## src/rtl/ram_ctrl_pkg.sv

```systemverilog
// Shared constants for the RAM burst controller: bus widths, read-latency range and FSM encoding.
package ram_ctrl_pkg;

  localparam int DEF_DATA_W = 16;
  localparam int DEF_ADDR_W = 5;

  localparam int RD_LAT_MIN = 1;
  localparam int RD_LAT_MAX = 4;

  localparam logic [2:0] ST_IDLE  = 3'd0;
  localparam logic [2:0] ST_WRITE = 3'd1;
  localparam logic [2:0] ST_READ  = 3'd2;
  localparam logic [2:0] ST_DRAIN = 3'd3;
  localparam logic [2:0] ST_CLEAR = 3'd4;

  function automatic int clamp_rd_lat(input int lat);
    if (lat < RD_LAT_MIN) return RD_LAT_MIN;
    if (lat > RD_LAT_MAX) return RD_LAT_MAX;
    return lat;
  endfunction

endpackage

```

## src/rtl/ram_rd_pipe.sv

```systemverilog
// Read-return pipeline: tracks in-flight RAM reads and registers the returning data as a pulse stream.
module ram_rd_pipe
  import ram_ctrl_pkg::*;
#(
  parameter int DATA_W = DEF_DATA_W,
  parameter int RD_LAT = 1
) (
  input  logic              clk,
  input  logic              rst_n,
  input  logic              i_issue,
  input  logic [DATA_W-1:0] i_mem_data,
  output logic              o_rd_valid,
  output logic [DATA_W-1:0] o_rd_data,
  output logic              o_empty
);

  logic [RD_LAT-1:0] r_vld;
  logic              r_rd_valid;
  logic [DATA_W-1:0] r_rd_data;

  always_ff @(posedge clk or negedge rst_n) begin
    if (!rst_n) begin
      r_vld      <= '0;
      r_rd_valid <= 1'b0;
      r_rd_data  <= '0;
    end else begin
      for (int i = RD_LAT - 1; i > 0; i--) begin
        r_vld[i] <= r_vld[i-1];
      end
      r_vld[0]   <= i_issue;
      r_rd_valid <= r_vld[RD_LAT-1];
      // RAM output is only meaningful on the cycle the matching valid bit emerges
      if (r_vld[RD_LAT-1]) begin
        r_rd_data <= i_mem_data;
      end
    end
  end

  assign o_rd_valid = r_rd_valid;
  assign o_rd_data  = r_rd_data;
  assign o_empty    = ~|r_vld;

endmodule

```

## src/rtl/ram_burst_ctrl.sv

```systemverilog
// Burst initiator for a single-port synchronous RAM with wrapping auto-increment addressing.
// Define RAM_BURST_CTRL_CLEAR_EN to add i_clear_req and a whole-RAM zero-fill state.
module ram_burst_ctrl
  import ram_ctrl_pkg::*;
#(
  parameter int DATA_W = DEF_DATA_W,
  parameter int ADDR_W = DEF_ADDR_W,
  parameter int RD_LAT = 1
) (
  input  logic              clk,
  input  logic              rst_n,
  input  logic              i_cmd_valid,
  output logic              o_cmd_ready,
  input  logic              i_cmd_write,
  input  logic [ADDR_W-1:0] i_cmd_addr,
  input  logic [ADDR_W-1:0] i_cmd_len,
  input  logic              i_wr_valid,
  output logic              o_wr_ready,
  input  logic [DATA_W-1:0] i_wr_data,
  output logic              o_rd_valid,
  output logic [DATA_W-1:0] o_rd_data,
  output logic              o_busy,
  output logic [ADDR_W-1:0] o_mem_address,
  output logic [DATA_W-1:0] o_mem_data_in,
  output logic              o_mem_wrenable,
  output logic              o_mem_rdenable,
`ifdef RAM_BURST_CTRL_CLEAR_EN
  input  logic              i_clear_req,
`endif
  input  logic [DATA_W-1:0] i_mem_data_out
);

  localparam int LAT = clamp_rd_lat(RD_LAT);

  logic [2:0]        r_state;
  logic [ADDR_W-1:0] r_addr;
  logic [ADDR_W-1:0] r_remain;
  logic [ADDR_W-1:0] r_addr_hold;

  logic w_wr_fire;
  logic w_rd_issue;
  logic w_clr;
  logic w_step;
  logic w_last;
  logic w_on_bus;
  logic w_empty;

  assign w_wr_fire  = (r_state == ST_WRITE) && i_wr_valid;
  assign w_rd_issue = (r_state == ST_READ);
`ifdef RAM_BURST_CTRL_CLEAR_EN
  assign w_clr      = (r_state == ST_CLEAR);
`else
  assign w_clr      = 1'b0;
`endif
  assign w_step     = w_wr_fire | w_rd_issue | w_clr;
  assign w_last     = (r_remain == '0);
  assign w_on_bus   = (r_state == ST_WRITE) || (r_state == ST_READ) || w_clr;

  always_ff @(posedge clk or negedge rst_n) begin
    if (!rst_n) begin
      r_state     <= ST_IDLE;
      r_addr      <= '0;
      r_remain    <= '0;
      r_addr_hold <= '0;
    end else begin
      // Remember the last driven address so the bus stays put while idle or draining
      if (w_on_bus) begin
        r_addr_hold <= r_addr;
      end
      if (w_step) begin
        r_addr   <= r_addr + ADDR_W'(1);
        r_remain <= r_remain - ADDR_W'(1);
      end
      case (r_state)
        ST_IDLE: begin
`ifdef RAM_BURST_CTRL_CLEAR_EN
          if (i_clear_req) begin
            r_addr   <= '0;
            r_remain <= '1;
            r_state  <= ST_CLEAR;
          end else
`endif
          if (i_cmd_valid) begin
            r_addr   <= i_cmd_addr;
            r_remain <= i_cmd_len;
            r_state  <= i_cmd_write ? ST_WRITE : ST_READ;
          end
        end
        ST_WRITE: if (w_wr_fire && w_last) r_state <= ST_IDLE;
        ST_READ:  if (w_last) r_state <= ST_DRAIN;
        ST_DRAIN: if (w_empty) r_state <= ST_IDLE;
`ifdef RAM_BURST_CTRL_CLEAR_EN
        ST_CLEAR: if (w_last) r_state <= ST_IDLE;
`endif
        default:  r_state <= ST_IDLE;
      endcase
    end
  end

  ram_rd_pipe #(
    .DATA_W (DATA_W),
    .RD_LAT (LAT)
  ) u_rd_pipe (
    .clk        (clk),
    .rst_n      (rst_n),
    .i_issue    (w_rd_issue),
    .i_mem_data (i_mem_data_out),
    .o_rd_valid (o_rd_valid),
    .o_rd_data  (o_rd_data),
    .o_empty    (w_empty)
  );

  assign o_cmd_ready    = (r_state == ST_IDLE);
  assign o_wr_ready     = (r_state == ST_WRITE);
  assign o_busy         = (r_state != ST_IDLE) || !w_empty;
  assign o_mem_wrenable = w_wr_fire | w_clr;
  assign o_mem_rdenable = w_rd_issue;
  assign o_mem_address  = w_on_bus ? r_addr : r_addr_hold;
  assign o_mem_data_in  = (r_state == ST_WRITE) ? i_wr_data : '0;

endmodule
```

## config.mk

```make
export PLATFORM = sky130hd
export DESIGN_NAME = ram_burst_ctrl
export DESIGN_NICKNAME = d
export VERILOG_FILES = /design/src/rtl/ram_ctrl_pkg.sv /design/src/rtl/ram_rd_pipe.sv /design/src/rtl/ram_burst_ctrl.sv
export SDC_FILE = /design/constraint.sdc
export NUM_CORES = 1
export LEC_CHECK = 0
export ABC_AREA = 1
export CAP_MARGIN = 20
export CELL_PAD_IN_SITES_DETAIL_PLACEMENT = 1
export CELL_PAD_IN_SITES_GLOBAL_PLACEMENT = 2
export CORE_MARGIN = 4
export CORE_UTILIZATION = 37
export CTS_CLUSTER_DIAMETER = 40
export CTS_CLUSTER_SIZE = 12
export DETAILED_ROUTE_END_ITERATION = 7
export DONT_BUFFER_PORTS = 1
export PLACE_DENSITY = 0.9
export SLEW_MARGIN = 20
export SYNTH_ARGS = -nofsm -noshare
export SYNTH_HDL_FRONTEND = slang
export SYNTH_SLANG_ARGS = --single-unit
```

## constraint.sdc

```tcl
create_clock -name clk -period 2.6 [get_ports clk]
set_input_delay 0.39 -clock clk [delete_from_list [all_inputs] [get_ports clk]]
set_output_delay 0.39 -clock clk [all_outputs]
set_load 0.02 [all_outputs]
```

==> results by group, run 1 <==
STA
  – Final hold violations: 0
  – Slew Limit Headroom: 0.5327
  – Max Clk Rate: 472.5 MHz
  – Post-route setup TNS: 0 ns
  – Final worst path period share: 0.8141
  – Final setup viols: 0
  – Worst Clk Skew: 0.003360 ns
  – Worst slew pin tran: 0.7009 ns
  – Post-route minimum period: 2.117 ns
  – Max Transition Viols Final: 0
  – RSZ-0062 raised after global routing: no

Critical path
  – R2r startpoint: r_state[1]$_DFFE_PN0P_
  – CP required: 2.21 ns
  – Crit start category: register
  – R2r setup slk: 0.75 ns
  – CP max FO: 9
  – R2R cell count: 9
  – Crit path to: o_mem_address[0]
  – Crit. Startpoint: r_state[0]$_DFFE_PN0P_
  – End of the worst register-to-register path: r_remain[2]$_DFF_PN0_
  – CP endpoint kind: output port
  – Kind of critical path: register to output port
  – Critical path data arrival time: 1.73 ns

Routing
  – Met1 WL: 1.642 mm
  – Max Used Layer: met4
  – Starting DRT DRC Count: 32
  – DRC: 0
  – Met3 routed WL: 381 um
  – Via density: 4.728
  – Antenna-violating nets left: 0
  – Drt first pass iters: 4
  – Vias: 1286
  – WL final: 3.881 mm
  – DR WL/cell: 14.27 um
  – Met2 WL: 1.812 mm

Place
  – Final Wtd Congestion: 0.7552
  – Dpl hpwl: 2.967 mm
  – PortBufs: 0
  – Placed cells: 262
  – Post-DP Area: 1846 um^2

Final layout
  – Area Overhead vs Synth: 7.344%
  – FILL cells: 582
  – Commonest non-fill, non-tap cell in the layout: nand2_1
  – Nets@finish: 257
  – Finished Cell Area: 1957 um^2
  – Post-layout utilization of the core: 0.4116
  – Sequential cell area: 875.8 um^2
  – Non-Filler Instances: 272
  – Area of the multi-input gates: 747.0 um^2
  – Layout cell share with drive strength beyond 1: 0.09756
  – Antenna Diode Count: 0
  – Most frequent cells in the layout: nand2_1 (48), inv_1 (35), dfrtp_1 (35), mux2_1 (16), nor2_1 (15)

GRT
  – Total gr overflow: 0
  – GR Util All Layers: 0.1313
  – Initial antenna violation count: 0
  – Largest net degree at the start of global routing: 36
  – Vias in the first global route: 1317
  – First-pass GRT wire length: 6.341 mm

Floorplan
  – Num rows: 25
  – Num ports: 90
  – Die area: 6114 um^2
  – Core Area: 4755 um^2
  – Die Width: 78.19 um
  – Starting Density: 0.3834
  – Die Y-Extent: 78.19 um

Clocking
  – H-tree depth: 2
  – Post-CTS setup buffers: 0
  – CTS tree: done
  – Cts bufs inserted: 5
  – CTS Sinks: 35
  – CTS clock-pin slew for the worst setup and hold paths: 0.07 ns
  – Clock Path Buffers: 2
  – Clock Latency Late Sink: 0.28 ns
  – Cts hold-fix bufs: 2
  – Post_cts resized: 0
  – Root Driver: clkbuf_8

Yosys
  – Number of synthesized register bits: 35
  – Synth Warn #: 0
  – Cell variety after synth: 21
  – Syn nets: 255
  – Seq/Total Area, Yosys: 0.4804
  – Syn_area_per_cell: 9.025 um^2
  – Synthesized instance count: 202
  – Post-Syn Area: 1823 um^2

Power and ir drop
  – Pwr/cell area: 1432 nW/um^2
  – LEAKAGE: 1.048 nW
  – Maximum vdd drop: 0.6368 mV
  – Total Power: 2.802 mW

Min path
  – Worst min path class: input pin to register

Outcome
  – Status: complete, no violations

Job
  – MaxCap Viol Count: 0
==> registers in the layout, indices dropped and copies added, names as in the netlist <==
name / cells
r_addr_hold: 5
r_addr: 5
r_state: 2
u_rd_pipe.o_rd_data: 16
u_rd_pipe.r_vld: 1
r_remain: 5
u_rd_pipe.o_rd_valid: 1
==> per-stage QoR <==
step	worst slack, ns	hold slack [ns]
3_3_place_gp	0.7962	0.09531
2_1_floorplan	0.9100	0.09441
6_report	0.4834	0.2238
3_5_place_dp	0.7140	0.09523
5_1_grt	0.3092	0.2283
4_1_cts	0.4382	0.2144
==> logic make-up (layout without fill, tap and decap cells) <==
kind of cell               after synthesis  count (layout)  share of synthesized area
and+or+nand+nor                         80              80                     0.1949
AOI/OAI and AO/OA                       21              21                    0.06863
adders and majority gates                6               6                    0.04118
DFF                                     35              35                     0.4804
muxes                                   17              17                     0.1050
buffers and inverters                   43              46                     0.1098
==> worst min-delay path by stage <==
stage	from	endpoint	slack, ns	depth (start not counted)
after floorplan	rst_n	r_addr[0]$_DFF_PN0_	0.09	0
after global placement	rst_n	u_rd_pipe.o_rd_data[8]$_DFFE_PN0P_	0.1	0
after detailed placement	rst_n	u_rd_pipe.o_rd_data[8]$_DFFE_PN0P_	0.1	0
after CTS	i_cmd_addr[0]	r_addr[0]$_DFF_PN0_	0.21	2
after global routing	i_mem_data_out[7]	u_rd_pipe.o_rd_data[7]$_DFFE_PN0P_	0.23	1
final	i_cmd_addr[0]	r_addr[0]$_DFF_PN0_	0.22	2
==> cell usage after synthesis <==
cell | number | area share
mux2_1 | 16 | 0.099
buf_8 | 1 | 0.0082
o22ai_1 | 1 | 0.0034
a21oi_2 | 5 | 0.024
nand3_1 | 7 | 0.019
nand2_1 | 48 | 0.099
ha_1 | 6 | 0.041
mux2_2 | 1 | 0.0062
o21ai_1 | 5 | 0.014
nand2_4 | 2 | 0.012
nor2_1 | 15 | 0.031
nand2_2 | 1 | 0.0034
inv_1 | 35 | 0.072
o21ai_0 | 2 | 0.0055
nand4_1 | 2 | 0.0069
buf_2 | 4 | 0.011
dfrtp_1 | 35 | 0.48
a21oi_1 | 8 | 0.022
buf_6 | 3 | 0.019
or2_1 | 2 | 0.0069
nand3_2 | 3 | 0.016
==> metal layers <==
layer  vias to the layer above  GRT usage
li1                        626          -
met4                         0    0.04720
met1                       600     0.1603
met3                         5    0.04358
met2                        55     0.2158
met5                         -          0
==> layout make-up <==
class	instances	share of cell area
Timing Repair Buffer	3	0.01918
Clock buffer	7	0.03900
Clock inverter	1	0.002558
Inverter	35	0.06714
Sequential cell	35	0.4476
Multi-Input combinational cell	124	0.3817
Tap cell	67	0.04284
==> critical path, stage by stage, from the launching register on <==
cell	delay [ns]
dfrtp_1	0.40
inv_1	0.09
ha_1	0.45
nor2_1	0.08
a21oi_1	0.42
==> where the power goes <==
part | internal [mW] | leakage, nW | switching (mW)
Combinational | 0.406 | 0.598 | 0.823
Clock | 0.188 | 0.0422 | 0.177
Sequential | 0.825 | 0.408 | 0.384
No activity file was read; power rests on OpenSTA's default activity.
==> run 2: changes to the inputs <==
--- a/config.mk
+++ b/config.mk
@@ -10,12 +10,12 @@
 export CELL_PAD_IN_SITES_DETAIL_PLACEMENT = 1
 export CELL_PAD_IN_SITES_GLOBAL_PLACEMENT = 2
 export CORE_MARGIN = 4
-export CORE_UTILIZATION = 37
+export CORE_UTILIZATION = 34
 export CTS_CLUSTER_DIAMETER = 40
 export CTS_CLUSTER_SIZE = 12
 export DETAILED_ROUTE_END_ITERATION = 7
 export DONT_BUFFER_PORTS = 1
-export PLACE_DENSITY = 0.9
+export PLACE_DENSITY = 0.84
 export SLEW_MARGIN = 20
 export SYNTH_ARGS = -nofsm -noshare
 export SYNTH_HDL_FRONTEND = slang
==> constraint.sdc (replaced) <==
create_clock -name clk -period 2 [get_ports clk]
set_input_delay 0.3 -clock clk [delete_from_list [all_inputs] [get_ports clk]]
set_output_delay 0.3 -clock clk [all_outputs]
set_load 0.02 [all_outputs]
==> run 2 against run 1 <==
Net effect: sequential share of layout area decreased by 1.9 points; sequential power is 27% higher; die area up 7.9%; cell area is 4.5% higher; routed wire length rose by 1.6%; setup slack lost 0.30 ns; clock-buffer cell count shrank 2; largest cell class unchanged; register-to-register slack worse by 0.39 ns.
==> results by group, run 2 (synthesis gave the netlist of run 1 again) <==
Outcome
  – Status: complete, no violations (unchanged)

Power and ir drop
  – Sw frac: 0.4821 (was 0.4938)
  – Pwr/cell area: 1893 nW/um^2 (was 1432 nW/um^2)
  – LEAKAGE: 1.090 nW (was 1.048 nW)
  – Register share of total power: 0.397 (was 0.431)
  – Clock share of power: 0.133 (was 0.130)
  – Combinational share of power: 0.470 (was 0.439)
  – Maximum vdd drop: 0.7422 mV (was 0.6368 mV)
  – Psw: 1.867 mW (was 1.384 mW)
  – Total Power: 3.872 mW (was 2.802 mW)
  – Int Pwr: 2.005 mW (was 1.418 mW)

Floorplan
  – Die Width: 81.23 um (was 78.19 um)
  – Starting Density: 0.3547 (was 0.3834)
  – Die Y-Extent: 81.23 um (was 78.19 um)
  – Num ports: 90 (unchanged)
  – Num rows: 26 (was 25)
  – Die area: 6598 um^2 (was 6114 um^2)
  – Core Area: 5140 um^2 (was 4755 um^2)

Place
  – DP Worst Slack: 0.3323 ns (was 0.7140 ns)
  – Placed cells: 273 (was 262)
  – PortBufs: 0 (unchanged)
  – Dpl hpwl: 3.111 mm (was 2.967 mm)
  – Final Wtd Congestion: 0.6965 (was 0.7552)

Routing
  – Via density: 4.668 (was 4.728)
  – Vias: 1321 (was 1286)
  – Starting DRT DRC Count: 22 (was 32)
  – WL final: 3.942 mm (was 3.881 mm)
  – Antenna-violating nets left: 0 (unchanged)
  – Drt first pass iters: 4 (unchanged)
  – DRC: 0 (unchanged)
  – DR WL/cell: 13.93 um (was 14.27 um)

Clocking
  – H-tree depth: 2 (unchanged)
  – Root Driver: clkbuf_8 (unchanged)
  – CTS clock-pin slew for the worst setup and hold paths: 0.08 ns (was 0.07 ns)
  – Clock Path Buffers: 2 (unchanged)
  – Post-CTS setup buffers: 0 (unchanged)
  – CTS Sinks: 35 (unchanged)
  – CTS tree: done (unchanged)
  – Clock Latency Late Sink: 0.28 ns (about the same)
  – Cts bufs inserted: 5 (unchanged)

GRT
  – Total gr overflow: 0 (unchanged)
  – Initial antenna violation count: 0 (unchanged)
  – Largest net degree at the start of global routing: 36 (unchanged)
  – First-pass GRT wire length: 5.968 mm (was 6.341 mm)
  – GR Util All Layers: 0.1167 (was 0.1313)
  – Vias in the first global route: 1299 (was 1317)

STA
  – Post-route minimum period: 1.814 ns
  – Max Transition Viols Final: 0 (unchanged)
  – Final hold violations: 0 (unchanged)
  – Max Clk Rate: 551.2 MHz
  – Post-route setup TNS: 0 ns (unchanged)
  – Worst slew pin tran: 0.3653 ns (was 0.7009 ns)
  – RSZ-0062 raised after global routing: no (unchanged)
  – Final setup viols: 0 (unchanged)
  – Worst Clk Skew: 0.007079 ns (was 0.003360 ns)
  – Slew Limit Headroom: 0.7556 (was 0.5327)
  – Setup WS post-layout: 0.1858 ns (was 0.4834 ns)
  – Hold Worst Slack: 0.1275 ns (was 0.2238 ns)
  – Final worst path period share: 0.9071

Critical path
  – Slowest stage delay, CP: 0.41 ns (was 0.45 ns)
  – End of the worst register-to-register path: r_remain[2]$_DFF_PN0_ (unchanged)
  – Kind of critical path: register to output port (unchanged)
  – Crit start category: register (unchanged)
  – R2r startpoint: r_state[1]$_DFFE_PN0P_ (unchanged)
  – CP required: 1.70 ns (was 2.21 ns)
  – CP max FO: 9 (unchanged)
  – Delay-heaviest family, CP: multiplexers (was adder cells)
  – Critical path data arrival time: 1.51 ns (was 1.73 ns)
  – CP Cell Sequence: inv_1, ha_4, mux2_2 (was inv_1, ha_1, nor2_1, a21oi_1)
  – Worst path slowest cell: mux2_2 (was ha_1)
  – Bufs and invs on worst path: 1 (unchanged)
  – CP endpoint kind: output port (unchanged)
  – R2r setup slk: 0.36 ns (was 0.75 ns)
  – R2R cell count: 10 (was 9)

Job
  – MaxCap Viol Count: 0 (unchanged)

Min path
  – HP Start: i_cmd_addr[0] (unchanged)
  – Hold-critical path depth: 2 (unchanged)
  – Worst min path class: input pin to register (unchanged)
  – WHS Endpoint: r_addr[0]$_DFF_PN0_ (unchanged)

Final layout
  – Area Overhead vs Synth: 12.22% (was 7.344%)
  – Commonest non-fill, non-tap cell in the layout: nand2_1 (unchanged)
  – Most frequent cells in the layout: nand2_1 (48), inv_1 (35), dfrtp_1 (35), mux2_1 (16), nor2_1 (15) (unchanged)
  – Antenna Diode Count: 0 (unchanged)
  – Largest register FFs: 16 (unchanged)
  – Non-Filler Instances: 283 (was 272)
  – Sequential cell area: 875.8 um^2 (unchanged)
  – Layout cell share with drive strength beyond 1: 0.1455 (was 0.09756)
  – Nets@finish: 265 (was 257)
  – FILL cells: 652 (was 582)
  – Area of the multi-input gates: 759.5 um^2 (was 747.0 um^2)
## run 2: per-stage QoR
stage | util | instance area (um^2)
2_1_floorplan | - | 1823
3_3_place_gp | 0.3715 | 1909
3_5_place_dp | 0.3715 | 1909
4_1_cts | 0.3956 | 2033
5_1_grt | 0.3980 | 2046
6_report | 0.3980 | 2046
## run 2: layout make-up
| class | instances | area share |
|---|---|---|
| clock buffers | 5 | 0.03364 |
| clock inverters | 3 | 0.01223 |
| inverters | 35 | 0.06422 |
| multi-input cells | 124 | 0.3713 |
| flip-flops and latches | 35 | 0.4281 |
| well taps | 70 | 0.04281 |
| repair buffers | 11 | 0.04771 |
## run 2: power groups by stage
stage                     Sequential (mW)  Clock (mW)  Combinational [mW]
final                                1.54       0.513                1.82
after global routing                 1.59       0.570                2.06
after CTS                            1.55       0.541                1.83
after detailed placement             1.56           0                1.81
after global placement               1.54           0                1.75
after floorplan                      1.47           0                1.51
## run 2: timing repair
item                                    CTS  global route
gates resized for setup                   0             2
endpoints found under the setup margin    0             4
hold buffers                              2             0
endpoints found under the hold margin    35             0
## run 2: routing by layer
layer	routed length, um	up-vias	global-route usage
li1	-	641	-
met4	12	0	0.03041
met3	438	2	0.04767
met1	1560	630	0.1307
met2	1930	48	0.2044
met5	0	-	0
## run 2: how the worst max path moves through the flow
| stage | from | to | depth (start not counted) |
|---|---|---|---|
| 2_1_floorplan | r_state[1]$_DFFE_PN0P_ | o_mem_data_in[10] | 6 |
| 3_3_place_gp | r_state[0]$_DFFE_PN0P_ | o_mem_address[2] | 3 |
| 3_5_place_dp | r_state[1]$_DFFE_PN0P_ | o_mem_address[2] | 3 |
| 4_1_cts | r_state[1]$_DFFE_PN0P_ | o_mem_address[2] | 3 |
| 5_1_grt | r_state[0]$_DFFE_PN0P_ | o_mem_address[3] | 5 |
| 6_report | r_state[0]$_DFFE_PN0P_ | o_mem_address[2] | 3 |
